$ cat config.mk
export PLATFORM = sky130hd
export DESIGN_NAME = seq_mult_unsigned
export DESIGN_NICKNAME = d
export VERILOG_FILES = /design/src/rtl/seq_mult_unsigned.sv
export SDC_FILE = /design/constraint.sdc
export NUM_CORES = 1
export LEC_CHECK = 0
export ABC_AREA = 1
export CAP_MARGIN = 20
export CORE_ASPECT_RATIO = 1.75
export CORE_MARGIN = 3
export CORE_UTILIZATION = 64
export CTS_BUF_LIST = sky130_fd_sc_hd__clkbuf_8
export CTS_CLUSTER_SIZE = 20
export DETAILED_ROUTE_END_ITERATION = 8
export GPL_TIMING_DRIVEN = 0
export PLACE_DENSITY = 0.89
export SETUP_SLACK_MARGIN = 0.3
export SKIP_LAST_GASP = 1
export SLEW_MARGIN = 20
export SYNTH_ARGS = -nofsm -noshare
export SYNTH_HDL_FRONTEND = slang
export SYNTH_SLANG_ARGS = --single-unit
export TNS_END_PERCENT = 100
$ cat constraint.sdc
create_clock -name clk -period 4.25 [get_ports clk]
set_input_delay 0.85 -clock clk [delete_from_list [all_inputs] [get_ports clk]]
set_output_delay 0.85 -clock clk [all_outputs]
set_load 0.02 [all_outputs]
$ cat src/rtl/seq_mult_unsigned.sv
// Multi-cycle unsigned shift-add multiplier with a start/busy/done handshake.
// Optional macro SEQ_MULT_EARLY_TERM_EN stops early once no multiplier bits remain.
module seq_mult_unsigned #(
    parameter int WIDTH = 8,
    parameter int CNT_W = $clog2(WIDTH) + 1
) (
    input  logic               clk,
    input  logic               rst_n,
    input  logic               start_in,
    input  logic [WIDTH-1:0]   a_in,
    input  logic [WIDTH-1:0]   b_in,
    output logic               busy_out,
    output logic               done_out,
    output logic [2*WIDTH-1:0] product_out
);

    typedef enum logic [1:0] {
        IDLE,
        CALC,
        DONE
    } state_t;

    localparam logic [CNT_W-1:0] LAST = CNT_W'(WIDTH - 1);

    state_t             state;
    logic [2*WIDTH-1:0] acc;
    logic [2*WIDTH-1:0] mcand;
    logic [WIDTH-1:0]   mplier;
    logic [CNT_W-1:0]   cnt;
    logic [2*WIDTH-1:0] sum;

    // Accumulator value after this iteration's conditional add.
    always_comb begin
        sum = acc;
        if (mplier[0]) sum = acc + mcand;
    end

    // Handshake FSM and shift-add datapath.
    always_ff @(posedge clk or negedge rst_n) begin
        if (!rst_n) begin
            state       <= IDLE;
            busy_out    <= 1'b0;
            done_out    <= 1'b0;
            product_out <= '0;
            acc         <= '0;
            mcand       <= '0;
            mplier      <= '0;
            cnt         <= '0;
        end else begin
            unique case (state)
                IDLE, DONE: begin
                    done_out <= 1'b0;
                    if (start_in) begin
                        mcand    <= {{WIDTH{1'b0}}, a_in};
                        mplier   <= b_in;
                        acc      <= '0;
                        cnt      <= '0;
                        busy_out <= 1'b1;
                        state    <= CALC;
                    end else begin
                        state <= IDLE;
                    end
                end
                CALC: begin
                    acc    <= sum;
                    mcand  <= mcand << 1;
                    mplier <= mplier >> 1;
                    cnt    <= cnt + 1'b1;
`ifdef SEQ_MULT_EARLY_TERM_EN
                    if (cnt == LAST) begin
                        product_out <= sum;
                        done_out    <= 1'b1;
                        busy_out    <= 1'b0;
                        state       <= DONE;
                    end else if (mplier == '0) begin
                        product_out <= acc;
                        done_out    <= 1'b1;
                        busy_out    <= 1'b0;
                        state       <= DONE;
                    end
`else
                    if (cnt == LAST) begin
                        product_out <= sum;
                        done_out    <= 1'b1;
                        busy_out    <= 1'b0;
                        state       <= DONE;
                    end
`endif
                end
                default: begin
                    state    <= IDLE;
                    busy_out <= 1'b0;
                    done_out <= 1'b0;
                end
            endcase
        end
    end

endmodule

---- Word-level counts from Yosys, hierarchy flattened ----
Index checks and enable logic that the tools add are counted.
word-level totals
  register bits after elaboration ......... 64
  logic and storage cells ................. 38
operators by class
  $add $sub $neg .......................... 2
  equality and inequality tests ........... 5
  multiplexer cells ....................... 17
  reductions and logical operators ........ 6
operators with widths
  operator               count
  $pmux W16 S2           2
  $mux W16               3
  $add A16 B16 Y16       1
  $pmux W8 S2            1
  $mux W8                1
  $pmux W4 S2            1
  $reduce_and A2 Y1      3
  $mux W1                5
  $add A4 B1 Y4 const B  1
  $eq A4 B3 Y1 const B   1
  $mux W4                1
  $ne A2 B2 Y1 const B   2
  $pmux W2 S2            1
  $eq A2 B1 Y1 const B   1
  $eq A2 B2 Y1 const B   1
  $logic_not A2 Y1       1
  $mux W2                1
  $pmux W1 S2            1
  $reduce_bool A2 Y1     1
  $reduce_or A2 Y1       1

---- Depth between registers and ports, before layout ----
  depth in word-level cells ............... 4
  gate-level depth with buffers ........... 12

---- Worst setup path after synthesis ----
OpenSTA, ideal clock, no wires.
  kind .................................... reg2reg
  start ................................... reg acc[0]
  end ..................................... reg acc[4]
  setup time .............................. 141 ps
  arrival time ............................ 1619 ps
  slack ................................... 2490 ps
  stages on the path, launching flop included .. 9
  path buffers ............................ 0
  period minus slack after synthesis ...... 1760 ps
  path through ............................ dfrtp_1 ha_1 fa_1 nand2_1 nand2_1 and2_4 xor2_1 o21ai_0 o22ai_1
on the way
  cells in the longest elaborated chain, start to end .. 3
RTL lines
  element                 line  RTL
  from (decl)             26    logic [2*WIDTH-1:0] acc;
  from (signal assigned)  65    acc <= sum;
  $add A16 B16 Y16        35    if (mplier[0]) sum = acc + mcand;
  $mux W16                35
  $pmux W16 S2            50    unique case (state)
Every way passes these cells.
A chain may end at the register's enable or synchronous reset.

==> qor.txt <==
CTS tree: yes
WP data arrival: 1380 ps
WHS: 410 ps
Initial Utilization: 67.2%
CTS-repair resized insts: 0
Part of the Yosys area used for sequential elements: 43.9%
N_diodes: 0
EDFF count, synth: 0
Leak pwr: 0.00221 uW
Asr flop ratio synth: 100%
DP HPWL: 6870 um
Clock transition at the registers of the reported paths: 80 ps
CP required: 3400 ps
HP Class: in -> async
YS warnings: 0
Max VDD drop: 744 uV
Placed cell count: 578
Buf+Inv Stages, Crit Path: 1
Routing usage on met2: 58.4%
Overflow after GRT: 0
NumNets Final: 551
Layout overhead on the synthesized area: 18.8%
# fillers: 384
Clk buf depth: 2
Crit path max-delay cell type: clkdlybuf4s50_1
Synth Flop Type: dfrtp_1
Hold Fails Final Rpt: 0
Drt pass-1 iters: 5
Largest cells by area after synthesis: dfrtp_1 44%, nand2_1 15%, nand3_1 8.2%, inv_1 6.7%, ha_1 5.6%
RSZ-0062 raised after global routing: no
Commonest non-fill, non-tap cell in the layout: nand2_1
Rows: 35
Pwr/cell area: 884 nW/um^2
Non-filler instance count after layout: 594
Sw Pwr: 1790 uW
Pre-CTS setup slack: 2180 ps
Most frequent cells in the layout: 148 x nand2_1, 64 x inv_1, 63 x dfrtp_1, 59 x nand3_1, 34 x clkdlybuf4s50_1
Vert. Die Dim: 105 um
Crit path cell chain: clkdlybuf4s50_1
CTS root buf: clkbuf_8
Routability cong.: 0.945
Die W: 62.6 um
Slew HR: 64.5%
Sw Ratio: 47.4%
Reg power frac: 28.5%
First-pass GRT wire length: 15800 um
Via density: 5.64
Clock share of power: 15.0%
Setup TNS: 0 ps
Via Count: 3351
R2R depth: 8
First DRT Iteration DRCs: 270
CP Capture Type: output pin
Fraction of layout cells with a size suffix above 1: 10.0%
Post-CTS Hold Buffers: 0
Top cell type's share of synthesized area: 43.9%
Met1 usage: 31.4%
Synth Cell Area: 3590 um^2
Worst-margin pin slew: 533 ps
Critical Path Max Stage Delay: 640 ps
WL final: 9530 um
Max-cap violations: 0
Largest net degree at the start of global routing: 36
DRC Markers: 0
Worst setup margin: 2020 ps
Final Max Tran Viols: 0
Io pins: 37
Htree depth: 3
Wirelength per Cell: 16.0 um
Comb pwr share: 56.4%
Vias in the first global route: 3361
Setup Skew: 16.0 ps
Mapped Avg Cell Area: 7.67 um^2
Area leader, netlist: dfrtp_1
Net Count, Synth: 504
Max frequency: 448 MHz
Die area: 6580 um^2
CP Launch Type: flop
Num CTS Buffers: 9
CP Depth: 1
GRT met3 Usage: 5.38%
Tmin final: 2230 ps
Core area: 5340 um^2
Worst Setup Path Type: reg -> out
Crit path max-delay family: buffers and inverters
Antenna Violating Nets Remaining: 0
Clock Latency Late Sink: 360 ps
GR peak layer: met2
# port buffers: 35
Buffer count from post-CTS setup fixing: 0
GR Util All Layers: 31.3%
CP Max Fanout: 2
Antenna violations before repair: 0
Distinct cells, synth: 34
Final period util: 52.5%
Int Power: 1980 uW
Fin util: 79.8%
Gate Count Post-Synth: 468
#FFs+latches synth: 63
Clock sinks: 63
Status: complete, no violations
Setup Viol. Count Final: 0
[registers in the layout, summed over array words and instances, names as in the netlist]
name,cells
acc,16
busy_out,1
cnt,4
mcand,16
mplier,8
product_out,16
state,2
[worst paths after layout]
path / startpoint / to / slack (ps)
setup / recovery: state[1]$_DFFE_PN0P_ / done_out / 2020
hold / removal: rst_n / acc[6]$_DFFE_PN0P_ / 410
setup reg to reg: acc[0]$_DFFE_PN0P_ / acc[4]$_DFFE_PN0P_ / 2140
hold reg to reg: product_out[2]$_DFFE_PN0P_ / product_out[2]$_DFFE_PN0P_ / 470
max in group asynchronous: rst_n / product_out[1]$_DFFE_PN0P_ / 3320
min in group clk: product_out[2]$_DFFE_PN0P_ / product_out[2]$_DFFE_PN0P_ / 470
[synth_stat cells (all sizes together), types with 2 or more instances]
cell type,instances
a21oi,9
buf,11
clkbuf,6
dfrtp,63
ha,16
inv,69
nand2,149
nand3,59
nand3b,2
nor2,16
nor3,3
o21ai,25
o221ai,7
o22ai,12
or2,11
xnor2,2
xor2,2
[logic make-up (layout without fill, tap and decap cells)]
group                      count (synthesis)  after routing  synth area share [%]
and+or+nand+nor                          242            242                  29.1
buffers and inverters                     86            138                  10.0
DFF                                       63             63                  43.9
AOI/OAI and AO/OA                         56             56                  9.79
adders and majority gates                 17             17                  6.13
xor gates and xnor gates                   4              4                 0.976
[power groups by stage]
| stage | Combinational, uW | Clock [uW] | Sequential [uW] |
|---|---|---|---|
| 2_1_floorplan | 1400 | 0 | 1120 |
| 4_1_cts | 2120 | 563 | 1070 |
| 3_5_place_dp | 2080 | 0 | 1080 |
| 6_report | 2130 | 567 | 1080 |
| 5_1_grt | 2380 | 585 | 1100 |
| 3_3_place_gp | 2000 | 0 | 1060 |
[area by class of cell]
cell class                 count  area [um^2]  share of cell area, %
inverter                      69          262                   6.13
buffer                        17         98.8                   2.32
clock buffer                  11          151                   3.55
sequential                    63         1580                   37.0
clock inverter                 5         62.6                   1.47
multi-input combinational    319         1650                   38.8
tap                           74         92.6                   2.17
timing repair buffer          36          368                   8.63
[per-stage QoR]
| step | cell area, um^2 | total power (uW) |
|---|---|---|
| after floorplan | 3590 | 2520 |
| after global placement | 4030 | 3070 |
| after detailed placement | 4050 | 3160 |
| after CTS | 4260 | 3750 |
| after global routing | 4260 | 4070 |
| final | 4260 | 3770 |
[metal layers]
layer,wire [um],vias to the layer above
met1,3430,1597
met5,0,-
met3,407,40
met4,540,0
met2,5150,108
li1,-,1606
(Power assumes the default switching activity.)
==> patch 1 (same flow settings) <==
The 3 states of `state_t` get a one-hot encoding in 3 bits.
--- a/src/rtl/seq_mult_unsigned.sv
+++ b/src/rtl/seq_mult_unsigned.sv
@@ -14,10 +14,10 @@
     output logic [2*WIDTH-1:0] product_out
 );
 
-    typedef enum logic [1:0] {
-        IDLE,
-        CALC,
-        DONE
+    typedef enum logic [2:0] {
+        IDLE = 3'b001,
+        CALC = 3'b010,
+        DONE = 3'b100
     } state_t;
 
     localparam logic [CNT_W-1:0] LAST = CNT_W'(WIDTH - 1);
Behaviour: no difference found for any inputs over 4 cycles, from zero or initial values and one cycle with rst_n low; so few cycles prove little.
==> patch 1 against the unedited design <==
Routed wire length shrank 0.16%; final cell count grew 0.17%; power shrank 23%; worst hold slack lost 0.0084 ns; combinational power shrank 34%; worst setup slack gained 0.014 ns; synthesized cell count is the same; sequential cell count grew 2; cell area grew 0.23%; synthesized area grew 0.42%; sequential share of layout area grew 1.1 points; fmax grew 0.64%.
==> patch 1: results (changes against the unedited design) <==
\begin{tabular}{lr}
\hline
Metric & Value \\
\hline
\multicolumn{2}{l}{\textbf{Outcome}} \\
\quad Outcome & finished clean (unchanged) \\
\multicolumn{2}{l}{\textbf{Critical path}} \\
\quad Path depth of the worst reg2reg path & 11 (was 8) \\
\quad Delay of the slowest cell on the worst path & 0.62 ns (was 0.64 ns) \\
\quad RR Startpoint & mcand[0] (was acc[0]) \\
\quad Worst setup path start & product\_out[0] (was state[1]) \\
\quad Worst flop-to-flop path endpoint & product\_out[8] (was acc[4]) \\
\multicolumn{2}{l}{\textbf{Global route}} \\
\quad Largest net degree at the start of global routing & 39 (was 36) \\
\quad Vias in the first global route & 3389 (was 3361) \\
\quad Wire length of the first global-routing pass & 15210 um (was 15810 um) \\
\quad Total Routing Usage GR & 29.93\% (was 31.32\%) \\
\multicolumn{2}{l}{\textbf{Pwr}} \\
\quad Sw frac & 45.60\% (was 47.44\%) \\
\quad Static leakage power & 2.182 nW (was 2.207 nW) \\
\multicolumn{2}{l}{\textbf{Layout}} \\
\quad Layout cells sized above 1 & 9.213\% (was 10.00\%) \\
\quad Filler Cell Count & 369 (was 384) \\
\quad Count of nets after finishing & 552 (was 551) \\
\multicolumn{2}{l}{\textbf{Yosys}} \\
\quad Cells taking the most area after synthesis & sky130\_fd\_sc\_hd\_\_dfrtp\_1 44\%, sky130\_fd\_sc\_hd\_\_nand2\_1 15\%, sky130\_fd\_sc\_hd\_\_inv\_1 5.9\%, sky130\_fd\_sc\_hd\_\_nand3\_1 5.8\%, sky130\_fd\_sc\_hd\_\_ha\_1 5.6\% (was sky130\_fd\_sc\_hd\_\_dfrtp\_1 44\%, sky130\_fd\_sc\_hd\_\_nand2\_1 15\%, sky130\_fd\_sc\_hd\_\_nand3\_1 8.2\%, sky130\_fd\_sc\_hd\_\_inv\_1 6.7\%, sky130\_fd\_sc\_hd\_\_ha\_1 5.6\%) \\
\quad Fraction of the yosys area taken by sequential cells & 45.16\% (was 43.92\%) \\
\quad Netlist cell types & 33 (was 34) \\
\multicolumn{2}{l}{\textbf{Timing}} \\
\quad Actual transition at the worst max-transition pin & 0.5861 ns (was 0.5329 ns) \\
\quad Clock skew & 0.01780 ns (was 0.01598 ns) \\
\multicolumn{2}{l}{\textbf{Place}} \\
\quad Final weighted congestion of routability-driven global placement & 0.8972 (was 0.9454) \\
\quad PortBufs & 36 (was 35) \\
\multicolumn{2}{l}{\textbf{Route}} \\
\quad Starting DRC count in detailed routing & 227 (was 270) \\
\quad Drt via density & 5.482 (was 5.641) \\
\quad 1st-pass router iterations & 4 (was 5) \\
\hline
\end{tabular}
==> patch 1: cell count changes after synthesis, sizes merged, moves of 2 or more <==
cell / change
a21oi: +2
o21ai: -4
nand3: -17
nor2: +26
o221ai: -7
o22ai: +13
nand4: +2
inv: -7
clkbuf: -3
nand2: -7
==> patch 1: layout make-up <==
| cell class | count | area [sq um] | area share (%) |
|---|---|---|---|
| multi-input cells | 326 | 1660 | 38.85 |
| flip-flops and latches | 65 | 1628 | 38.09 |
| repair buffers | 37 | 377.9 | 8.841 |
| inverters | 62 | 232.7 | 5.445 |
| clock buffers | 9 | 123.9 | 2.898 |
| well taps | 74 | 92.59 | 2.166 |
| plain buffers | 15 | 83.83 | 1.961 |
| clock inverters | 7 | 75.07 | 1.756 |
==> patch 1: worst max-delay path by stage <==
stage	to	slack, ns
finish	product_out[0]	2.03
CTS	product_out[1]	2.05
floorplan	acc[8]	2.48
global route	product_out[8]	1.98
detailed placement	cnt[2]	1.99
global placement	cnt[0]	0.25
==> patch 1: metrics by stage <==
stage	setup slack [ns]	util [%]	cell area, sq um	std cells	hold slack, ns
floorplan	2.482	-	3605	468	0.4494
global placement	0.2517	75.95	4058	578	0.4567
detailed placement	1.993	76.28	4075	579	0.4642
CTS	2.053	80.00	4274	595	0.4194
global route	1.980	80.00	4274	595	0.4286
finish	2.033	80.00	4274	595	0.4020
==> patch 1: kinds of logic (layout without fill, tap and decap cells) <==
| kind of cell | count (synthesis) | in the layout | share of synthesized area, % |
|---|---|---|---|
| simple gates | 246 | 246 | 29.57 |
| compound gates | 59 | 59 | 9.407 |
| xor+xnor | 4 | 4 | 0.9721 |
| fa+ha+maj | 17 | 17 | 6.109 |
| buf+inv | 77 | 130 | 8.782 |
| flops | 65 | 65 | 45.16 |
==> patch 1: power groups by stage <==
stage	Combinational (mW)	Sequential (mW)	Clock, mW
3_5_place_dp	1.37	0.951	0
5_1_grt	1.56	0.961	0.572
6_report	1.40	0.948	0.550
2_1_floorplan	1.01	0.918	0
4_1_cts	1.39	0.942	0.547
3_3_place_gp	1.31	0.944	0
==> patch 1: routing by layer <==
metal / global-route usage [%] / share of wire (%) / vias to the layer above
met4: 19.91 / 6.0 / 0
met2: 56.23 / 54 / 102
met5: 0 / 0 / -
met3: 4.478 / 3.4 / 40
met1: 29.49 / 36 / 1521
li1: - / - / 1599
==> patch 2 (config.mk and constraints unchanged) <==
Made on the original files. The option `SEQ_MULT_EARLY_TERM_EN` is turned on by a define.
--- a/src/rtl/seq_mult_unsigned.sv
+++ b/src/rtl/seq_mult_unsigned.sv
@@ -1,5 +1,7 @@
 // Multi-cycle unsigned shift-add multiplier with a start/busy/done handshake.
 // Optional macro SEQ_MULT_EARLY_TERM_EN stops early once no multiplier bits remain.
+`define SEQ_MULT_EARLY_TERM_EN
+
 module seq_mult_unsigned #(
     parameter int WIDTH = 8,
     parameter int CNT_W = $clog2(WIDTH) + 1
Behaviour: not the same (Yosys sat finds a counterexample within 4 cycles, from zero or initial values and one cycle with rst_n low).
==> patch 2 against the unedited design <==
Synthesized area increased by 4.0%; critical path depth unchanged; clock power about the same; worst setup slack improved by 0.036 ns; sequential cell count unchanged; cell area increased by 3.4%; routed wire length increased by 3.8%; register-to-register slack improved by 0.05 ns; power decreased by 0.92%; clock skew decreased by 0.0035 ns; utilization decreased by 1.5 points; non-clock buffer count increased by 1; largest cell class unchanged; largest power group unchanged.
==> patch 2: results (changes against the unedited design) <==
\begin{tabular}{lr}
\hline
Metric & Value \\
\hline
\multicolumn{2}{l}{\textbf{Route}} \\
\quad Detailed route wirelength on metal2 & 5285 um (was 5151 um) \\
\quad Average detailed-routed wire length per instance & 15.69 um (was 16.04 um) \\
\quad 1st-pass router iterations & 7 (was 5) \\
\quad Met1 WL & 3457 um (was 3426 um) \\
\quad Drt via density & 5.667 (was 5.641) \\
\multicolumn{2}{l}{\textbf{Yosys}} \\
\quad Top cell types by occurrence after synthesis & 164 x sky130\_fd\_sc\_hd\_\_nand2\_1, 70 x sky130\_fd\_sc\_hd\_\_inv\_1, 63 x sky130\_fd\_sc\_hd\_\_dfrtp\_1 (was 148 x sky130\_fd\_sc\_hd\_\_nand2\_1, 64 x sky130\_fd\_sc\_hd\_\_inv\_1, 63 x sky130\_fd\_sc\_hd\_\_dfrtp\_1) \\
\quad Xor/xnor share of the synthesized area & 1.642\% (was 0.9759\%) \\
\quad Fraction of the yosys area taken by sequential cells & 42.23\% (was 43.92\%) \\
\quad Netlist cell types & 33 (was 34) \\
\quad Compound-cell area share of the yosys netlist & 12.97\% (was 9.794\%) \\
\quad Cell count after synthesis & 503 (was 468) \\
\multicolumn{2}{l}{\textbf{Global route}} \\
\quad Total Routing Usage GR & 31.57\% (was 31.32\%) \\
\quad Global Route met2 Usage & 56.39\% (was 58.44\%) \\
\quad Largest net degree at the start of global routing & 37 (was 36) \\
\quad Vias in the first global route & 3593 (was 3361) \\
\quad Met1 Use GR & 32.49\% (was 31.41\%) \\
\multicolumn{2}{l}{\textbf{Outcome}} \\
\quad Outcome & finished clean (unchanged) \\
\multicolumn{2}{l}{\textbf{Timing}} \\
\quad Clock skew & 0.01249 ns (was 0.01598 ns) \\
\multicolumn{2}{l}{\textbf{Layout}} \\
\quad Count of nets after finishing & 586 (was 551) \\
\quad Final cell count without fillers & 630 (was 594) \\
\multicolumn{2}{l}{\textbf{Place}} \\
\quad Final weighted congestion of routability-driven global placement & 0.8925 (was 0.9454) \\
\quad Dpl hpwl & 7336 um (was 6867 um) \\
\multicolumn{2}{l}{\textbf{Critical path}} \\
\quad Slack of the worst reg-to-reg path & 2.19 ns (was 2.14 ns) \\
\quad Worst flop-to-flop path endpoint & product\_out[6] (was acc[4]) \\
\quad Path depth of the worst reg2reg path & 11 (was 8) \\
\multicolumn{2}{l}{\textbf{Pwr}} \\
\quad Maximum ir drop on the vdd rail & 684.5 uV (was 743.8 uV) \\
\hline
\end{tabular}
## patch 2: changes by cell type after synthesis, sizes merged, moves of 5 or more
cell / delta
a21oi: +13
inv: +5
nor2: +12
nand2: +17
o221ai: +7
nand3: -14
or2: -8
## patch 2: worst min path at each step
stage,end,start,cells after the start
finish,product_out[14],rst_n,1
detailed placement,product_out[8],product_out[8],2
global route,product_out[12],rst_n,1
floorplan,cnt[0],cnt[0],1
global placement,busy_out,busy_out,2
CTS,product_out[14],rst_n,1
## patch 2: final cells by class
type | instances | area (sq um) | share of cell area (%)
plain buffers | 18 | 86.33 | 1.958
clock buffers | 10 | 137.6 | 3.121
clock inverters | 5 | 75.07 | 1.703
inverters | 74 | 277.8 | 6.300
multi-input cells | 348 | 1793 | 40.66
flip-flops and latches | 63 | 1577 | 35.75
well taps | 76 | 95.09 | 2.157
repair buffers | 36 | 367.9 | 8.343
## patch 2: where the power goes
group | internal, mW | switching, mW
sequential | 0.870 | 0.194
combinational | 0.759 | 1.34
clock | 0.339 | 0.230
